`config.mk`:
```
export PLATFORM = sky130hd
export DESIGN_NAME = ser_to_par
export DESIGN_NICKNAME = d
export VERILOG_FILES = /design/src/rtl/tmds_pkg.sv /design/src/rtl/word_align_fsm.sv /design/src/rtl/ser_to_par.sv
export SDC_FILE = /design/constraint.sdc
export NUM_CORES = 1
export LEC_CHECK = 0
export BUFFER_PORTS_ARGS = -buffer_cell sky130_fd_sc_hd__buf_2
export CAP_MARGIN = 10
export CORE_MARGIN = 4
export CORE_UTILIZATION = 60
export DETAILED_ROUTE_END_ITERATION = 8
export PLACE_DENSITY_LB_ADDON = 0.2
export SLEW_MARGIN = 20
export SYNTH_ARGS = -nofsm -noshare
export SYNTH_HDL_FRONTEND = slang
export SYNTH_SLANG_ARGS = --single-unit
```
`constraint.sdc`:
```
create_clock -name clk_5x -period 10.8 [get_ports clk_5x]
set_clock_uncertainty 0.1 [all_clocks]
set_input_delay 1.62 -clock clk_5x [delete_from_list [all_inputs] [get_ports clk_5x]]
set_output_delay 1.62 -clock clk_5x [all_outputs]
set_load 0.1 [all_outputs]
```
`src/rtl/tmds_pkg.sv`:
```
// TMDS control tokens and alignment-FSM states shared by the receive path.
// Constants only: no latency, no flow control.
package tmds_pkg;

   localparam logic [9:0] CTRL_00 = 10'b1101010100;
   localparam logic [9:0] CTRL_01 = 10'b0010101011;
   localparam logic [9:0] CTRL_10 = 10'b0101010100;
   localparam logic [9:0] CTRL_11 = 10'b1010101011;

   localparam logic [3:0] SLIP_MAX = 4'd9;

   typedef enum logic [1:0] {
      HUNT   = 2'd0,
      SLIP   = 2'd1,
      LOCKED = 2'd2
   } align_state_t;

   function automatic logic is_ctrl_token(input logic [9:0] word);
      return (word == CTRL_00) || (word == CTRL_01) ||
             (word == CTRL_10) || (word == CTRL_11);
   endfunction

endpackage

```
`src/rtl/word_align_fsm.sv`:
```
// Word-alignment FSM: hunts for control tokens, slips one bit per search window; updates on word_stb.
// No backpressure: one decision per strobe, slip/locked registered and valid from the following cycle.
module word_align_fsm
   import tmds_pkg::*;
#(
   parameter int LOCK_TOKENS  = 8,
   parameter int SEARCH_WORDS = 2048,
   parameter int LOSS_WORDS   = 4096
) (
   input  logic       clk,
   input  logic       rst_n,
   input  logic       word_stb,
   input  logic       is_token,
   output logic [3:0] slip,
   output logic       locked
);

   localparam int TW = (LOCK_TOKENS  > 1) ? $clog2(LOCK_TOKENS)  : 1;
   localparam int WW = (SEARCH_WORDS > 1) ? $clog2(SEARCH_WORDS) : 1;
   localparam int GW = (LOSS_WORDS   > 1) ? $clog2(LOSS_WORDS)   : 1;

   // Counters stop one short of their threshold; the threshold is detected on the increment.
   localparam logic [TW-1:0] TOK_LAST  = TW'(LOCK_TOKENS - 1);
   localparam logic [WW-1:0] WORD_LAST = WW'(SEARCH_WORDS - 1);
   localparam logic [WW-1:0] WORD_TRIG = WW'(SEARCH_WORDS - 2);
   localparam logic [GW-1:0] GAP_LAST  = GW'(LOSS_WORDS - 1);

   align_state_t  state, state_nxt;
   logic [TW-1:0] tok_cnt, tok_nxt;
   logic [WW-1:0] word_cnt, word_nxt;
   logic [GW-1:0] gap_cnt, gap_nxt;
   logic [3:0]    slip_nxt;
   logic          locked_nxt;

   always_ff @(posedge clk) begin
      if (!rst_n) begin
         state    <= HUNT;
         tok_cnt  <= '0;
         word_cnt <= '0;
         gap_cnt  <= '0;
         slip     <= '0;
         locked   <= 1'b0;
      end else begin
         state    <= state_nxt;
         tok_cnt  <= tok_nxt;
         word_cnt <= word_nxt;
         gap_cnt  <= gap_nxt;
         slip     <= slip_nxt;
         locked   <= locked_nxt;
      end
   end

   always_comb begin
      state_nxt  = state;
      tok_nxt    = tok_cnt;
      word_nxt   = word_cnt;
      gap_nxt    = gap_cnt;
      slip_nxt   = slip;
      locked_nxt = locked;
      if (word_stb) begin
         case (state)
            HUNT: begin
               if (!is_token)
                  tok_nxt = '0;
               else if (tok_cnt < TOK_LAST)
                  tok_nxt = tok_cnt + 1'b1;
               if (word_cnt < WORD_LAST)
                  word_nxt = word_cnt + 1'b1;
               // Lock wins over slip when both trigger on the same word.
               if (is_token && (tok_cnt >= TOK_LAST)) begin
                  state_nxt  = LOCKED;
                  locked_nxt = 1'b1;
                  gap_nxt    = '0;
                  tok_nxt    = '0;
                  word_nxt   = '0;
               end else if (word_cnt >= WORD_TRIG) begin
                  state_nxt = SLIP;
               end
            end
            SLIP: begin
               slip_nxt  = (slip >= SLIP_MAX) ? 4'd0 : slip + 4'd1;
               tok_nxt   = '0;
               word_nxt  = '0;
               state_nxt = HUNT;
            end
            LOCKED: begin
               if (is_token) begin
                  gap_nxt = '0;
               end else if (gap_cnt >= GAP_LAST) begin
                  // Keep slip so the same offset is retried first.
                  state_nxt  = HUNT;
                  locked_nxt = 1'b0;
                  gap_nxt    = '0;
                  tok_nxt    = '0;
                  word_nxt   = '0;
               end else begin
                  gap_nxt = gap_cnt + 1'b1;
               end
            end
            default: begin
               state_nxt  = HUNT;
               locked_nxt = 1'b0;
            end
         endcase
      end
   end

endmodule

```
`src/rtl/ser_to_par.sv`:
```
// 10:1 TMDS deserializer: bit pairs in, 10-bit word every 5 clk_5x, bit-slip alignment; 6-10 cycle latency.
// No backpressure: input must be a continuous stream, data_valid is a free-running one-in-five strobe.
module ser_to_par
   import tmds_pkg::*;
#(
   parameter int LOCK_TOKENS  = 8,
   parameter int SEARCH_WORDS = 2048,
   parameter int LOSS_WORDS   = 4096
) (
   input  logic       clk_5x,
   input  logic       sys_rst_n,
   input  logic       ser_rise,
   input  logic       ser_fall,
   output logic [9:0] data_out,
   output logic       data_valid,
   output logic       locked,
   output logic [3:0] slip_pos
);

   logic [19:0] hist;
   logic [2:0]  phase;
   logic [9:0]  word;
   logic        word_stb;
   logic        is_token;

   assign word_stb = (phase == 3'd4);
   assign is_token = is_ctrl_token(word);

   // Oldest bit sits at hist[0]; the slip offset picks a 10-bit window upward from there.
   always_comb begin
      word = '0;
      for (int i = 0; i < 10; i++)
         word[i] = hist[5'(i) + {1'b0, slip_pos}];
   end

   always_ff @(posedge clk_5x) begin
      if (!sys_rst_n) begin
         hist       <= '0;
         phase      <= '0;
         data_out   <= '0;
         data_valid <= 1'b0;
      end else begin
         hist       <= {ser_fall, ser_rise, hist[19:2]};
         phase      <= word_stb ? 3'd0 : phase + 3'd1;
         data_valid <= word_stb;
         if (word_stb)
            data_out <= word;
      end
   end

   word_align_fsm #(
      .LOCK_TOKENS  (LOCK_TOKENS),
      .SEARCH_WORDS (SEARCH_WORDS),
      .LOSS_WORDS   (LOSS_WORDS)
   ) u_align (
      .clk      (clk_5x),
      .rst_n    (sys_rst_n),
      .word_stb (word_stb),
      .is_token (is_token),
      .slip     (slip_pos),
      .locked   (locked)
   );

endmodule

```
# Word level (Yosys, flattened, before mapping)
# Index checks and enable logic that the tools add are counted.
[totals]
ff_bits = 67
latch_bits = 0
ram_bits = 0
rom_bits = 0
input_bits = 4
mem_count = 0
[op_classes]
add_sub_neg = 14
mul = 0
n_div = 0
order_cmp = 16
n_eq_ne = 13
shifts = 0
muxes = 45
n_bitwise = 2
reduce_logical = 14
[ops]
columns = ["operator", "count"]
rows = [
  ["5-bit by 6-bit less-than comparator with 1-bit output (second input constant)", 9],
  ["1-bit binary-select mux with 5-bit select", 9],
  ["11-bit 2-to-1 mux", 4],
  ["12-bit 2-to-1 mux", 3],
  ["11-bit case mux with 3 select lines", 1],
  ["12-bit case mux with 2 select lines", 1],
  ["3-bit by 4-bit adder with 5-bit output (first input constant)", 4],
  ["10-bit equality test (second input constant)", 2],
  ["3-bit 2-to-1 mux", 5],
  ["5-bit AND reduction", 3],
  ["1-bit 2-to-1 mux", 13],
  ["12-bit by 1-bit adder with 12-bit output (second input constant)", 1],
  ["12-bit greater-or-equal comparator (second input constant)", 1],
  ["11-bit by 1-bit adder with 11-bit output (second input constant)", 1],
  ["11-bit greater-or-equal comparator (second input constant)", 1],
  ["11-bit less-than comparator (second input constant)", 1],
  ["2-bit by 4-bit adder with 5-bit output (first input constant)", 2],
  ["4-bit by 4-bit adder with 5-bit output (first input constant)", 2],
  ["10-bit by 8-bit equality test with 1-bit output (second input constant)", 1],
  ["10-bit by 9-bit equality test with 1-bit output (second input constant)", 1],
  ["3-bit case mux with 3 select lines", 1],
  ["2-bit 2-to-1 mux", 4],
  ["3-bit by 1-bit adder with 3-bit output (second input constant)", 2],
  ["4-bit by 6-bit less-than comparator with 1-bit output (second input constant)", 1],
  ["26 further kinds", 31],
]

# Depth between registers and ports, before layout
# Gate-level depths: netlist of the first run.
[depth]
depth_word = 10
ltp_mapped = 17
ltp_nobuf = 12

# Hierarchy
# Synthesis of the first run repeated with hierarchy kept, for this count alone.
[hier_totals]
hier_cells = 477
area_unflattened_um2 = 4508.1
[by_module_without_submodules]
columns = ["module", "n_inst", "cells_each", "area_each_um2", "seq_area_each_um2"]
rows = [
  ["ser_to_par", 1, 260, 2675.1, 680.7],
  ["word_align_fsm", 1, 217, 1833.0, 660.6],
]

# Worst setup path before layout of the first run
# Ideal clock, no wire load.
[synth_timing]
path_kind = "flip-flop to flip-flop"
from = "register u_align.slip[1]"
to = "register u_align.word_cnt[6]"
arrival_ns = 4.646
required_time_ns = 10.616
path_slack_ns = 5.969
path_stages_with_launch = 15
cell_sequence = "dfxtp_1 -> clkbuf_1 -> inv_1 -> ha_1 -> buf_2 -> mux4_2 -> and2_1 -> a32o_1 -> a222oi_1 -> buf_2 -> nor4b_1 -> a31oi_4 -> nand2_4 -> or4_4 -> o31ai_2"
[synth_between]
elab_chain_cells = 10
[synth_lines]
columns = ["element", "line_no", "rtl"]
rows = [
  ["from (decl)", "word_align_fsm.sv:14", "output logic [3:0] slip,"],
  ["from (signal assigned)", "word_align_fsm.sv:48", "slip <= slip_nxt;"],
  ["1-bit by 4-bit adder with 5-bit output (tied with other cells)", "ser_to_par.sv:33", "word[i] = hist[5'(i) + {1'b0, slip_pos}];"],
  ["1-bit binary-select mux with 5-bit select", "ser_to_par.sv:33", ""],
  ["1-bit 2-to-1 mux (not written as such)", "ser_to_par.sv:33", ""],
  ["10-bit equality test / 10-bit by 8-bit equality test with 1-bit output (equally long branches)", "tmds_pkg.sv:19", "return (word == CTRL_00) || (word == CTRL_01) ||"],
  ["1-bit logical OR (2 in series)", "tmds_pkg.sv:19", ""],
  ["1-bit logical OR *", "tmds_pkg.sv:20", "(word == CTRL_10) || (word == CTRL_11);"],
  ["1-bit logical AND", "word_align_fsm.sv:70", "if (is_token && (tok_cnt >= TOK_LAST)) begin"],
  ["3-bit by 1-bit != test with 1-bit output (no source line) / 11-bit 2-to-1 mux (equally long branches)", "n/a", ""],
  ["5-bit AND reduction (no source line) / 11-bit case mux with 3 select lines (equally long branches)", "n/a", ""],
  ["to (signal assigned)", "word_align_fsm.sv:46", "word_cnt <= word_nxt;"],
  ["to (decl)", "word_align_fsm.sv:30", "logic [WW-1:0] word_cnt, word_nxt;"],
]
# Every way passes the cells marked *; elsewhere a longest branch is shown, timed or not. The select of a mux whose other input is x is not followed.
# A chain may end at the register's enable or synchronous reset.

# Worst setup path after layout of the first run
# Same ends and word-level chain as after synthesis.

==> out/summary.txt, run 1 <==
Status = finished, final reports clean
Final #Nets = 520
Share of the synthesized area in the top cell type = 0.304
Largest net degree at the start of global routing = 57
Fill cell count = 553
CTS resizes = 0
Achievable Freq = 202 MHz
Synth top area cells = dfxtp_1 30%, mux4_2 9.7%, ha_1 6.5%, and2_1 4.1%, nand2_1 3.3%
Antenna cells = 0
Post-route setup slack = 5.84 ns
Core ar. = 0.00698 sq mm
Worst-margin pin slew = 1.05 ns
Clock slew at reported path FFs = 0.08 ns
Starting density of the core = 0.632
Placer Congestion = 0.980
Worst Path Required = 10.97 ns
Most frequent cell after synthesis = dfxtp_1
Die Ht = 93.8 um
First drt pass iteration count = 5
Setup TNS = 0 ns
CTS tree = built
Root Buffer = clkbuf_8
I/O pins = 20
Cell Area, Synth = 0.00441 sq mm
CP startpoint kind = register
Post-route cell area = 0.00472 sq mm
Tmin final = 4.96 ns
Vias/cell = 6.34
Initial drt markers = 323
Tcrit/Tclk final = 0.459
Post-DP Area = 0.00451 sq mm
Synthesis warning total = 0
WL per Instance = 16.5 um
Mapped Cells = 486
Crit path kind = reg2reg
Pwr dens = 105 mW/mm^2
Asr flop ratio synth = 0
#FFs+latches synth = 67
Worst hold path startpoint = data_out[7]
CTS Buffer Depth = 2
Initial antenna violation count = 0
Worst hold slack = 0.367 ns
DRC violation count after routing = 0
Seq/Total Area, Yosys = 0.304
Std cell rows = 30
CP Capture Type = register
Maxcap violations = 0
Final hold violation count = 0
Endpoints failing setup = 0
Area leader, netlist = dfxtp_1
Slew headroom = 0.293
Vias in the first global route = 3385
Die area = 0.00879 sq mm
Hold_buf cts = 0
Maximum VDD drop = 0.0000986 V
Clock sinks = 67
Distinct cells, synth = 71
First-pass GRT wire length = 16800 um
Post-place setup slack = 5.43 ns
Number of synthesized flops with an enable pin = 0
Syn_area_per_cell = 9.08 sq um
Reg2reg start = u_align.slip[1]
Hold Path Depth = 2
Clock Latency Late Sink = 0.35 ns
Port bufs = 19
Via count = 3764
Worst setup path start = u_align.slip[1]
R2R depth = 11
Fraction of layout instances using a drive strength above 1 = 0.159
Worst hold path type = reg2reg
Crit Path Max Fanout = 20
Net Count, Synth = 513
H-tree depth reported by CTS = 3
Overall Global Routing Usage = 0.237
CP arrival = 5.13 ns
Setup bufs post-CTS = 0
Synth-to-Final Area Change = 7.06%
Leakage = 1.94 nW
Die width = 93.8 um
HPWL after detailed placement = 7070 um
Post-DRT Antenna Nets = 0
Grt ovf = 0
Synth top cells by count = 67 x dfxtp_1, 39 x nand2_1, 29 x and2_1, 29 x nor2_1, 25 x nand3_1
Unrepaired setup endpoints after global routing = false
Routed WL = 9820 um
Top FF cell, synth = dfxtp_1
Pins Over Slew Limit = 0
CTS Buf Count = 9
where the power goes:
| group | internal, W | switching (W) |
|---|---|---|
| combinational | 0.00000794 | 0.0000166 |
| clock | 0.000110 | 0.000111 |
| sequential | 0.000250 | 0.00000277 |
| total | 0.000368 | 0.000130 |
cell families after synthesis:
group / synth area share
flops: 0.304
buf+inv: 0.0476
fa+ha+maj: 0.0652
xor+xnor: 0.0199
compound gates: 0.193
simple gates: 0.246
mux: 0.124
final timing paths:
check	to	slack (ns)
worst min register to register	data_out[7]	0.37
worst max-delay path	u_align.word_cnt[6]	5.84
worst min-delay path	data_out[7]	0.37
worst max register to register	u_align.word_cnt[6]	5.84
worst max-delay path, stage by stage (launching register included):
cell and delay, ns:
dfxtp_1 0.81, inv_1 0.27, ha_1 0.67, mux4_2 0.59
and2_1 0.19, a32o_1 0.23, a222oi_1 0.52, nor4_1 0.17
a21oi_2 0.27, nand2_1 0.32, or4_4 0.57, o31ai_2 0.17
per-stage QoR:
stage	util	power [W]	instances
finish	0.677	0.000498	594
global placement	0.646	0.000282	577
floorplan	-	0.000278	486
detailed placement	0.646	0.000283	577
CTS	0.676	0.000500	593
global route	0.677	0.000514	594
placed cells by master, fill, tap and decap left out, drive strengths merged, types with 4 or more instances in the layout:
cell type and instances:
o211a 6, xnor2 8, inv 22, a21oi 26, nor4 6, a21o 5, ha 23, or4 4
o21ai 18, and2 32, a21boi 5, nor2 29, dfxtp 67, a22o 8, buf 21, nand2 40
and3 9, a22oi 5, nor3b 5, mux4 20, o21bai 6, clkbuf 10, nand2b 5, mux2i 6
nand3 25, o31ai 7, or3 4, nor2b 11, nor3 7, nand4 6, o22ai 5
per-layer routing:
layer	up-vias	wire, um	GRT usage	part of all wire
met2	143	4420	0.348	0.45
met5	-	0	0	0
li1	1815	-	-	-
met3	17	685	0.0505	0.070
met1	1789	4570	0.344	0.46
met4	0	143	0.0842	0.015
registers in the layout, summed over array words and instances (netlist names):
register,flops
u_align.gap_cnt,12
data_out,10
u_align.slip,4
u_align.locked,1
u_align.tok_cnt,3
hist,20
data_valid,1
u_align.word_cnt,11
u_align.state,2
phase,3
area by class of cell:
cell class | count | area [sq um] | share of cell area
well taps | 96 | 120 | 0.0254
clock inverters | 7 | 81.3 | 0.0172
clock buffers | 9 | 124 | 0.0262
multi-input cells | 373 | 2870 | 0.607
repair buffers | 22 | 115 | 0.0244
flip-flops and latches | 67 | 1340 | 0.284
inverters | 20 | 75.1 | 0.0159
Note: power is estimated with default switching activity, not from simulation.
==> inputs of run 2 (changes only) <==
ABC_AREA = 1   (was unset)
CORE_UTILIZATION = 56   (was 60)
clock period = 4.4 ns   (was 10.8 ns; I/O delays follow)
==> out/summary.txt, run 2 <==
CTS Buf Count = 9 (unchanged)
WP depth = 21 (+10)
Clock Latency Late Sink = 0.36 ns (about the same)
Initial antenna violation count = 0 (unchanged)
CP cell instances = buf_4 > inv_2 > ha_1 > inv_2 > nand3_1 > nand3_1 > nand2_1 > nand2_1 > nand3_1 > nand2_1 > nand2_1 > nor2_1 > nand2_1 > nand2_4 > nand2_1 > nand2_1 > nor2_4 > inv_1 > nand2_1 > nand2_1 > nor2_1
Worst-margin pin slew = 0.744 ns (-0.308 ns)
Die width = 98.7 um (+5.2%)
Top delay family on crit path = simple AND/OR/NAND/NOR gates
DRC violation count after routing = 0 (unchanged)
Mapped Cells = 742 (+53%)
Worst setup path start = u_align.slip[1]
Setup crit end = u_align.word_cnt[7]
Placer Congestion = 0.936 (-4.5%)
Die Ht = 98.7 um (+5.2%)
CTS resizes = 0 (unchanged)
Synth top area cells = dfxtp_1 29%, nand2_1 18%, nand3_1 11%, nor2_1 7.5%, inv_1 7.3%
Int Power = 0.000978 W (+170%)
Maximum VDD drop = 0.000153 V (+55%)
Crit Path Max Fanout = 21 (+5.0%)
Leakage = 2.49 nW (+28%)
Initial drt markers = 443 (+37%)
Tcrit/Tclk final = 0.787 (+0.328)
R2R depth = 21 (+10)
Via count = 4698 (+25%)
Share of the synthesized area in the top cell type = 0.291 (-0.0126)
First-pass GRT wire length = 19100 um (+14%)
Clock Power Share = 0.455 (+0.012)
Slowest cell on crit path = ha_1
Cell mode on critical path = nand2_1
Crit path kind = reg2reg
H-tree depth reported by CTS = 3 (unchanged)
Pins Over Slew Limit = 0 (unchanged)
Largest register FFs = 20 (unchanged)
Area leader, netlist = dfxtp_1
Switching share of power = 0.239 (-0.0220)
Vias/cell = 5.44 (-14%)
Port bufs = 19 (unchanged)
Hold_buf cts = 0 (unchanged)
I/O pins = 20 (unchanged)
Biggest register = hist
Core ar. = 0.00785 sq mm (+12%)
Status = finished, final reports clean
Reg2reg start = u_align.slip[1]
Psw = 0.000307 W (+140%)
Asr flop ratio synth = 0 (unchanged)
CTS Buffer Depth = 2 (unchanged)
Largest net degree at the start of global routing = 54 (-5.3%)
#FFs+latches synth = 67 (unchanged)
Die area = 0.00973 sq mm (+11%)
Endpoints failing setup = 0 (unchanged)
Achievable Freq = 289 MHz (+43%)
Root Buffer = clkbuf_8
Combinational power share = 0.055 (+0.006)
Distinct cells, synth = 39 (-45%)
Vias in the first global route = 4090 (+21%)
Top FF cell, synth = dfxtp_1
Final #Nets = 783 (+51%)
Largest registers = hist (20), u_align.gap_cnt (12), u_align.word_cnt (11)
Maxcap violations = 0 (unchanged)
Most frequent cell after synthesis = nand2_1
Std cell rows = 32 (+6.7%)
Buf/Inv on CP = 4 (+3)
Flop2flop setup slack = 0.94 ns (-4.90 ns)
Grt ovf = 0 (unchanged)
Worst hold slack = 0.325 ns (-0.0411 ns)
Starting density of the core = 0.587 (-0.0453)
Final hold violation count = 0 (unchanged)
CP startpoint kind = register
Post-place setup slack = 1.05 ns (-4.39 ns)
Synth-to-Final Area Change = 7.26%
Setup TNS = 0 ns (unchanged)
Most common cell after layout, fill and taps aside = nand2_1
Clock slew at reported path FFs = 0.08 ns (about the same)
Synthesis warning total = 0 (unchanged)
Cell Area, Synth = 0.00460 sq mm (+4.3%)
Sequential Power Share = 0.490 (-0.018)
Net Count, Synth = 769 (+50%)
Worst hold path type = reg2reg
CP peak stage delay = 0.55 ns (-0.26 ns)
CTS tree = built
Total power = 0.00129 W (+160%)
Routed WL = 11300 um (+15%)
Antenna cells = 0 (unchanged)
Reg2reg end = u_align.word_cnt[7]
CP Capture Type = register
Post-DRT Antenna Nets = 0 (unchanged)
WL per Instance = 13.1 um (-21%)
HPWL after detailed placement = 8300 um (+17%)
Tmin final = 3.46 ns (-1.50 ns)
Unrepaired setup endpoints after global routing = false
CP arrival = 3.65 ns (-1.48 ns)
Worst Path Required = 4.59 ns (-6.38 ns)
Synth top cells by count = 221 x nand2_1, 103 x nand3_1, 92 x nor2_1
Syn_area_per_cell = 6.20 sq um (-32%)
Setup bufs post-CTS = 0 (unchanged)
Most frequent cells in the layout = 221 x nand2_1, 103 x nand3_1, 92 x nor2_1
First drt pass iteration count = 6 (+1)
Number of synthesized flops with an enable pin = 0 (unchanged)
Post-route setup slack = 0.937 ns (-4.90 ns)
Clock sinks = 67 (unchanged)
Fraction of layout instances using a drive strength above 1 = 0.0867 (-0.0719)
Pwr dens = 260 mW/mm^2 (+150%)
Slew headroom = 0.501 (+0.208)
Overall Global Routing Usage = 0.237 (-0.000585)
Seq/Total Area, Yosys = 0.291 (-0.0126)
[run 2: worst min path at each step]
stage	start	end	slack, ns	depth (start not counted)
after detailed placement	hist[16]	hist[14]	0.32	2
after floorplan	hist[16]	hist[14]	0.31	2
final	hist[16]	hist[14]	0.33	2
after global routing	hist[16]	hist[14]	0.35	2
after global placement	hist[16]	hist[14]	0.31	2
after CTS	hist[16]	hist[14]	0.33	2
[run 2: worst register-to-register path, stage by stage, from the launching register on]
cell and delay [ns]:
dfxtp_1 0.32, buf_4 0.23, inv_2 0.16, ha_1 0.56, inv_2 0.18, nand3_1 0.17
nand3_1 0.08, nand2_1 0.10, nand2_1 0.07, nand3_1 0.09, nand2_1 0.09, nand2_1 0.08
nor2_1 0.04, nand2_1 0.09, nand2_4 0.11, nand2_1 0.11, nand2_1 0.10, nor2_4 0.32
inv_1 0.16, nand2_1 0.09, nand2_1 0.05, nor2_1 0.10
[run 2: logic make-up after synthesis]
kind of cell | Yosys count | share of synthesized area
adders and majority gates | 23 | 0.0625
AOI/OAI and AO/OA | 62 | 0.0745
xor gates and xnor gates | 13 | 0.0264
DFF | 67 | 0.291
buffers and inverters | 116 | 0.108
and+or+nand+nor | 461 | 0.437
[run 2: per-layer routing]
layer  vias to the layer above  GRT usage  wire (um)
met5                         -          0          0
met3                        32     0.0340        851
li1                       2386          -          -
met4                         0     0.0872        240
met2                       185      0.363       4920
met1                      2095      0.338       5330
[run 2: metrics by stage]
step / instances / area (sq um) / utilization
after floorplan: 742 / 4600 / -
after global placement: 847 / 4720 / 0.601
after detailed placement: 847 / 4720 / 0.601
after CTS: 863 / 4940 / 0.629
after global routing: 863 / 4940 / 0.629
final: 863 / 4940 / 0.629
[run 2: power groups by stage]
stage | Clock [W] | Combinational, W | Sequential [W]
2_1_floorplan | 0 | 0.0000551 | 0.000643
3_3_place_gp | 0 | 0.0000679 | 0.000643
3_5_place_dp | 0 | 0.0000709 | 0.000643
4_1_cts | 0.000593 | 0.0000713 | 0.000629
5_1_grt | 0.000619 | 0.0000816 | 0.000631
6_report | 0.000585 | 0.0000710 | 0.000629
[run 2: final cells by class]
type | instances | area [sq um]
clock inverter | 4 | 73.8
tap | 102 | 128
sequential | 67 | 1340
fill | 757 | 2910
clock buffer | 12 | 145
inverter | 96 | 360
multi-input combinational | 559 | 2760
timing repair buffer | 23 | 125
